==> config.mk <==
export PLATFORM = sky130hd
export DESIGN_NAME = ifu_fetch
export DESIGN_NICKNAME = d
export VERILOG_FILES = /design/src/rtl/ifu_fetch.sv
export SDC_FILE = /design/constraint.sdc
export NUM_CORES = 1
export LEC_CHECK = 0
export BUFFER_PORTS_ARGS = -buffer_cell sky130_fd_sc_hd__buf_2
export CORE_MARGIN = 2
export CORE_UTILIZATION = 40
export CTS_BUF_LIST = sky130_fd_sc_hd__clkbuf_4
export DETAILED_ROUTE_END_ITERATION = 12
export PLACE_DENSITY = 0.66
export SETUP_SLACK_MARGIN = 0.4
export SYNTH_ARGS = -nofsm -noshare
export SYNTH_HDL_FRONTEND = slang
export SYNTH_SLANG_ARGS = --single-unit
==> constraint.sdc <==
create_clock -name clk -period 3.83 [get_ports clk]
set_clock_uncertainty 0.2 [all_clocks]
set_input_delay 0.383 -clock clk [delete_from_list [all_inputs] [get_ports clk]]
set_output_delay 0.383 -clock clk [all_outputs]
set_load 0.02 [all_outputs]
==> src/rtl/ifu_fetch.sv <==
// ifu_fetch: instruction fetch stage feeding decode / immediate generation.
// Owns the fetch PC, issues one word request at a time to instruction memory,
// buffers the returned word until decode takes it, and handles redirects from
// execute, including squashing a response that is already in flight.
//
// Ports:
//   clk, rst          clock and asynchronous active-high reset
//   imem_req_*        request channel (valid/ready, address = internal pc)
//   imem_resp_*       response channel (single-cycle valid pulse, data, fault)
//   out_*             instruction handed to decode (valid/ready, word, pc, fault)
//   redirect_*        new fetch PC from execute (branch/jump/trap)
module ifu_fetch #(
  parameter logic [31:0] RESET_PC = 32'h8000_0000,
  parameter logic [31:0] NOP_INST = 32'h0000_0013
) (
  input  logic        clk,
  input  logic        rst,
  output logic        imem_req_valid,
  output logic [31:0] imem_req_addr,
  input  logic        imem_req_ready,
  input  logic        imem_resp_valid,
  input  logic [31:0] imem_resp_data,
  input  logic        imem_resp_err,
  output logic        out_valid,
  input  logic        out_ready,
  output logic [31:0] out_inst,
  output logic [31:0] out_pc,
  output logic        out_fault,
  input  logic        redirect_valid,
  input  logic [31:0] redirect_pc
);

  localparam int unsigned XLEN = 32;

  // BOOT: idle cycle after reset; REQ: issuing; WAIT: response pending;
  // DROP: pending response belongs to a squashed fetch; HOLD: word buffered.
  localparam logic [2:0] S_BOOT = 3'd0;
  localparam logic [2:0] S_REQ  = 3'd1;
  localparam logic [2:0] S_WAIT = 3'd2;
  localparam logic [2:0] S_DROP = 3'd3;
  localparam logic [2:0] S_HOLD = 3'd4;

  logic [2:0]      state;
  logic [2:0]      state_nx;
  logic [XLEN-1:0] pc;
  logic [XLEN-1:0] pc_nx;
  logic [XLEN-1:0] inst_nx;
  logic [XLEN-1:0] opc_nx;
  logic            fault_nx;
  logic            pc_aligned;
  logic            req_hs;
  logic            out_hs;

  assign pc_aligned     = (pc[1:0] == 2'b00);
  assign imem_req_valid = (state == S_REQ) && pc_aligned;
  assign imem_req_addr  = pc;
  // A redirect squashes the held word in the same cycle it arrives.
  assign out_valid      = (state == S_HOLD) && !redirect_valid;
  assign req_hs         = imem_req_valid && imem_req_ready;
  assign out_hs         = out_valid && out_ready;

  // Next-state, next-pc and output-buffer logic; redirect outranks everything.
  always_comb begin
    state_nx = state;
    pc_nx    = pc;
    inst_nx  = out_inst;
    opc_nx   = out_pc;
    fault_nx = out_fault;
    case (state)
      S_BOOT: state_nx = S_REQ;
      S_REQ: begin
        if (redirect_valid) begin
          pc_nx    = redirect_pc;
          // An accepted request at the old pc must have its response dropped.
          state_nx = req_hs ? S_DROP : S_REQ;
        end else if (!pc_aligned) begin
          state_nx = S_HOLD;
          inst_nx  = NOP_INST;
          opc_nx   = pc;
          fault_nx = 1'b1;
        end else if (req_hs) begin
          state_nx = S_WAIT;
        end
      end
      S_WAIT: begin
        if (redirect_valid) begin
          pc_nx    = redirect_pc;
          state_nx = imem_resp_valid ? S_REQ : S_DROP;
        end else if (imem_resp_valid) begin
          state_nx = S_HOLD;
          inst_nx  = imem_resp_data;
          opc_nx   = pc;
          fault_nx = imem_resp_err;
        end
      end
      S_DROP: begin
        if (redirect_valid) pc_nx = redirect_pc;
        if (imem_resp_valid) state_nx = S_REQ;
      end
      S_HOLD: begin
        if (redirect_valid) begin
          pc_nx    = redirect_pc;
          state_nx = S_REQ;
        end else if (out_hs) begin
          pc_nx    = pc + XLEN'(4);
          state_nx = S_REQ;
        end
      end
      default: state_nx = S_BOOT;
    endcase
  end

  // State, pc and output buffer registers.
  always_ff @(posedge clk or posedge rst) begin
    if (rst) begin
      state     <= S_BOOT;
      pc        <= RESET_PC;
      out_inst  <= '0;
      out_pc    <= '0;
      out_fault <= 1'b0;
    end else begin
      state     <= state_nx;
      pc        <= pc_nx;
      out_inst  <= inst_nx;
      out_pc    <= opc_nx;
      out_fault <= fault_nx;
    end
  end

  // A response is only legal while a request is outstanding.
  resp_only_when_pending: assert property (@(posedge clk) disable iff (rst)
    imem_resp_valid |-> ((state == S_WAIT) || (state == S_DROP)));

endmodule

After elaboration in Yosys (flattened, before gate mapping)
Index checks and enable logic that the tools add are counted.
{"block": "word_totals", "register_bits": 100, "elab_cells": 62}
{"block": "op_classes", "n_addsub": 1, "eq_ne": 13, "mux": 30, "n_reduce_logical": 13}
{"op": "2-to-1 mux 32 bit", "n": 11}
{"op": "case mux 32 bit (2 select lines)", "n": 3}
{"op": "adder 32 x 3 -> 32 bit (second input constant)", "n": 1}
{"op": "2-to-1 mux 3 bit", "n": 8}
{"op": "case mux 3 bit (5 select lines)", "n": 1}
{"op": "inequality test 2 bit (second input constant)", "n": 5}
{"op": "== test 3 x 2 -> 1 bit (second input constant)", "n": 2}
{"op": "inequality test 3 bit (second input constant)", "n": 2}
{"op": "AND reduction 5 bit", "n": 1}
{"op": "logical AND 1 bit", "n": 4}
{"op": "2-to-1 mux 1 bit", "n": 4}
{"op": "2-to-1 mux 2 bit", "n": 2}
{"op": "inequality test 4 bit (second input constant)", "n": 1}
{"op": "AND reduction 4 bit", "n": 1}
{"op": "nonzero test 2 bit", "n": 2}
{"op": "== test 3 x 1 -> 1 bit (second input constant)", "n": 1}
{"op": "== test 3 bit (second input constant)", "n": 1}
{"op": "logical NOT 3 bit", "n": 1}
{"op": "AND reduction 3 bit", "n": 1}
{"op": "OR reduction 3 bit", "n": 1}
{"op": "logical NOT 2 bit", "n": 1}
{"op": "inequality test 2 x 1 -> 1 bit (second input constant)", "n": 1}
{"op": "case mux 1 bit (2 select lines)", "n": 1}
{"op": "logical NOT 1 bit", "n": 1}

Logic depth before layout (Yosys ltp)
{"block": "depth", "depth_word": 7, "depth_mapped": 8, "ltp_nobuf": 6}

Least setup slack after synthesis
OpenSTA, ideal clock, no wires.
{"block": "synth_timing", "path_kind": "reg-to-reg", "from": "register pc[2], in the netlist imem_req_addr[2]", "to": "register pc[26], in the netlist imem_req_addr[26]", "t_arrival_ps": 1940, "setup_slack_ps": 1601, "path_stages_with_launch": 7, "path_cell_list": "dfrtp_1 > ha_1 > nand4_1 > or4_4 > o31ai_2 > o221ai_1 > a41oi_1"}
{"block": "synth_between", "elab_chain_cells": 4}
{"element": "start: declaration", "line": "45", "text": "logic [XLEN-1:0] pc;"}
{"element": "start signal: assignment", "line": "123", "text": "pc <= pc_nx;"}
{"element": "adder 32 x 3 -> 32 bit", "line": "105", "text": "pc_nx = pc + XLEN'(4);"}
{"element": "2-to-1 mux 32 bit", "line": "104", "text": "end else if (out_hs) begin"}
{"element": "2-to-1 mux 32 bit", "line": "101", "text": "if (redirect_valid) begin"}
{"element": "case mux 32 bit (2 select lines)", "line": "69", "text": "case (state)"}
Every way passes these cells. The select of a mux whose other input is x is not followed.
A chain may end at the register's enable or synchronous reset.

Worst setup path after layout
{"block": "layout_timing", "from": "register state[0]", "to": "output out_valid"}
{"block": "layout_between", "elab_chain_cells": 2}
{"element": "start: declaration", "line": "43", "text": "logic [2:0] state;"}
{"element": "start signal: assignment", "line": "122", "text": "state <= state_nx;"}
{"element": "== test 3 bit", "line": "58", "text": "assign out_valid = (state == S_HOLD) && !redirect_valid;"}
{"element": "logical AND 1 bit", "line": "58"}
{"element": "end: declaration", "line": "24", "text": "output logic out_valid,"}
Every way passes these cells.

==> results.cfg <==
[global_route]
grt_first_pass_wirelength_um = 22240
grt_pass1_vias = 4493
overflow = 0
track_usage_pct = 21.49
antenna_found_initial = 0
grt_max_degree = 104

[cts]
clk_latency_ns = 0.47
clk_pin_slew_ns = 0.15
cts_tree = done
root_buffer = clkbuf_4
clockBufferDepth = 2
htree_levels = 3
cts_sinks = 100
post_cts_buffers = 0
cts_inserted_buffers = 9

[worst_setup_path]
slowest_stage = or4b_1
crit_arrival_ns = 2.56
crit_path_start_kind = flop
crit_path_max_incr_delay_ns = 0.53
crit_type = reg2out
critPathCaptureType = output port
cp_max_fo = 51
cp_data_required_time_ns = 3.25
worstPathCellList = or4b_1, buf_4, clkinv_2, buf_2

[routing]
route.detailed.wl_per_inst_um = 16.25
m1WireLength_um = 5972
vias_per_cell = 5.413
dr_wl_met2_um = 6742
wirelength_um = 13760
drc = 0
drtPass1Iterations = 4
drtIter0Drc = 305
drtAntennaViolNets = 0
wl_met3_um = 861
via_count = 4585
routed.top_layer = met4

[sta]
setup_viol = 0
min_period_ns = 3.145
finalCritPeriodShare_pct = 82.11
whs_ns = 0.03724
setup_tns_ns = 0
max_freq_mhz = 318.0
slew_viol_final = 0
slew-limit-headroom_pct = 27.12
hold_viol = 0
rsz0062_at_grt = false
fin_ws_ns = 0.6851
tightest_slew_ns = 1.092

[placement]
place_congestion = 0.8167
io_buffers = 169
dp_hpwl_um = 8834
dp_slack_ns = 1.190

[synth]
ys_async_sr_fraction_pct = 100.0
yosys_most_used_dff = dfrtp_1
ys_ff_latch = 100
ys_seq_area_share_pct = 52.41
synth-edff-count = 0
syn_avg_cell_area_um2 = 9.651
yosysWarnings = 0
synthCells = 495
synth_area_um2 = 4777
syn-num-nets = 567
yosysUniqueCellTypes = 54

[power_and_ir_drop]
clkPwrFrac_pct = 11.2
power_mw = 4.890
p_leak_nw = 2.873
p_int_mw = 2.601
power.density_nw_per_um2 = 769.9
swShare_pct = 46.81
p_sw_mw = 2.289
ir_drop_v = 0.0003916
p_comb_share_pct = 49.6
p_seq_share_pct = 39.2

[final_layout]
fin_util_pct = 55.15
area_growth_pct = 32.95
finalNetCount = 771
num-fill-cells = 1019
diodes = 0
drive_gt1_share_pct = 33.95

[status]
status = completed

[die]
core_area_um2 = 11520
die_area_um2 = 12830
initial_utilization_pct = 41.48
die_w_um = 113.3
ioPinCount = 170
core.rowCount = 39
die_y_um = 113.3

[worst_hold_path]
hold_class = in2reg

[flow_run]
maxCapViolations = 0
==> flip-flops by register name (all words and copies together) (netlist names) <==
name,flops
imem_req_addr,32
out_inst,32
out_pc,32
state,3
out_fault,1
==> worst max-delay path: cells and delay by family (launching register included) <==
family | cells | cell delay [ns]
buf+inv | 3 | 1.04
flops | 1 | 0.48
simple gates | 1 | 0.53
==> cells in the final DEF (no fill, tap or decap), types with 4 or more instances in the layout <==
| cell type | n |
|---|---|
| dlygate4sd3_1 | 52 |
| dfrtp_1 | 99 |
| buf_2 | 169 |
| nand2_1 | 88 |
| o21ai_0 | 59 |
| nor3_2 | 4 |
| nor3_1 | 9 |
| a31oi_1 | 6 |
| nand3_1 | 17 |
| nand4_1 | 10 |
| nand2b_1 | 4 |
| nor2_1 | 33 |
| clkbuf_4 | 10 |
| a21oi_1 | 24 |
| buf_4 | 4 |
| or3_1 | 7 |
| mux2_2 | 32 |
| inv_1 | 4 |
| o22ai_1 | 7 |
==> path summary, 6_finish.rpt <==
check	cells past startpoint	slack [ns]	from	end
max	4	0.69	state[0]	out_valid
min	3	0.04	redirect_pc[7]	imem_req_addr[7]
max reg2reg	7	0.87	state[0]	imem_req_addr[26]
min reg2reg	2	0.30	out_pc[30]	out_pc[30]
max in group asynchronous	4	2.19	rst	out_inst[30]
min in group asynchronous	3	0.48	rst	out_inst[12]
==> routing by layer <==
metal | global-route usage, % | vias up
met5 | 0 | -
met4 | 7.317 | 0
met3 | 4.660 | 15
met2 | 36.93 | 170
met1 | 26.92 | 2227
li1 | - | 2173
==> kinds of logic after synthesis <==
logic type,count (synthesis),share of synthesized area (%)
and+or+nand+nor,196,20.04
AOI/OAI and AO/OA,125,15.35
DFF,100,52.41
buffers and inverters,38,3.772
muxes,35,8.172
adders and majority gates,1,0.2619
==> power groups by stage <==
stage | combinational [mW] | sequential (mW) | clock (mW)
after detailed placement | 2.37 | 1.93 | 0
after floorplan | 1.18 | 2.34 | 0
after CTS | 2.44 | 1.91 | 0.579
after global placement | 2.32 | 1.91 | 0
final | 2.42 | 1.92 | 0.549
after global routing | 2.64 | 1.99 | 0.611
==> per-stage QoR <==
step	cell area, um^2	cells
2_1_floorplan	4777	495
3_3_place_gp	5700	779
3_5_place_dp	5700	779
4_1_cts	6351	847
5_1_grt	6351	847
6_report	6351	847
==> repair_timing <==
action,4_1_cts,5_1_grt
hold buffers,52,0
resized for setup,0,0
hold endpoints to repair,123,0
==> cell usage after synthesis, drive strengths merged, types with 2 or more instances <==
cell type  count  area share, %
clkbuf        21            1.7
nor3          14            2.1
o22a           2           0.37
nor4b          2           0.37
nand2b         4           0.52
or3            7           0.92
a211oi         2           0.31
a21o           2           0.31
o31ai          3           0.58
mux2i          3           0.63
or4            2           0.47
a2bb2oi        2           0.37
buf           11            1.6
a22oi          2           0.31
and3           3           0.39
dfrtp         99             52
o21ai         62            6.5
a41oi          2           0.37
a21oi         24            2.5
and4           2           0.37
nand4         11            1.6
nand3         18            2.0
nand2         91            7.3
a31oi          6           0.79
o211ai         3           0.47
nor2          34            2.7
mux2          32            7.5
nor4           5           0.92
inv            5           0.39
o22ai          7           0.92
==> cell type report <==
type	count	area, um^2	area share [%]
tap	143	178.9	2.817
clock inverter	6	55.05	0.8668
multi-input combinational	357	2116	33.31
sequential	100	2504	39.42
timing repair buffer	225	1396	21.99
clock buffer	10	75.07	1.182
inverter	6	26.28	0.4137
Power figures use the tool's default switching activity.
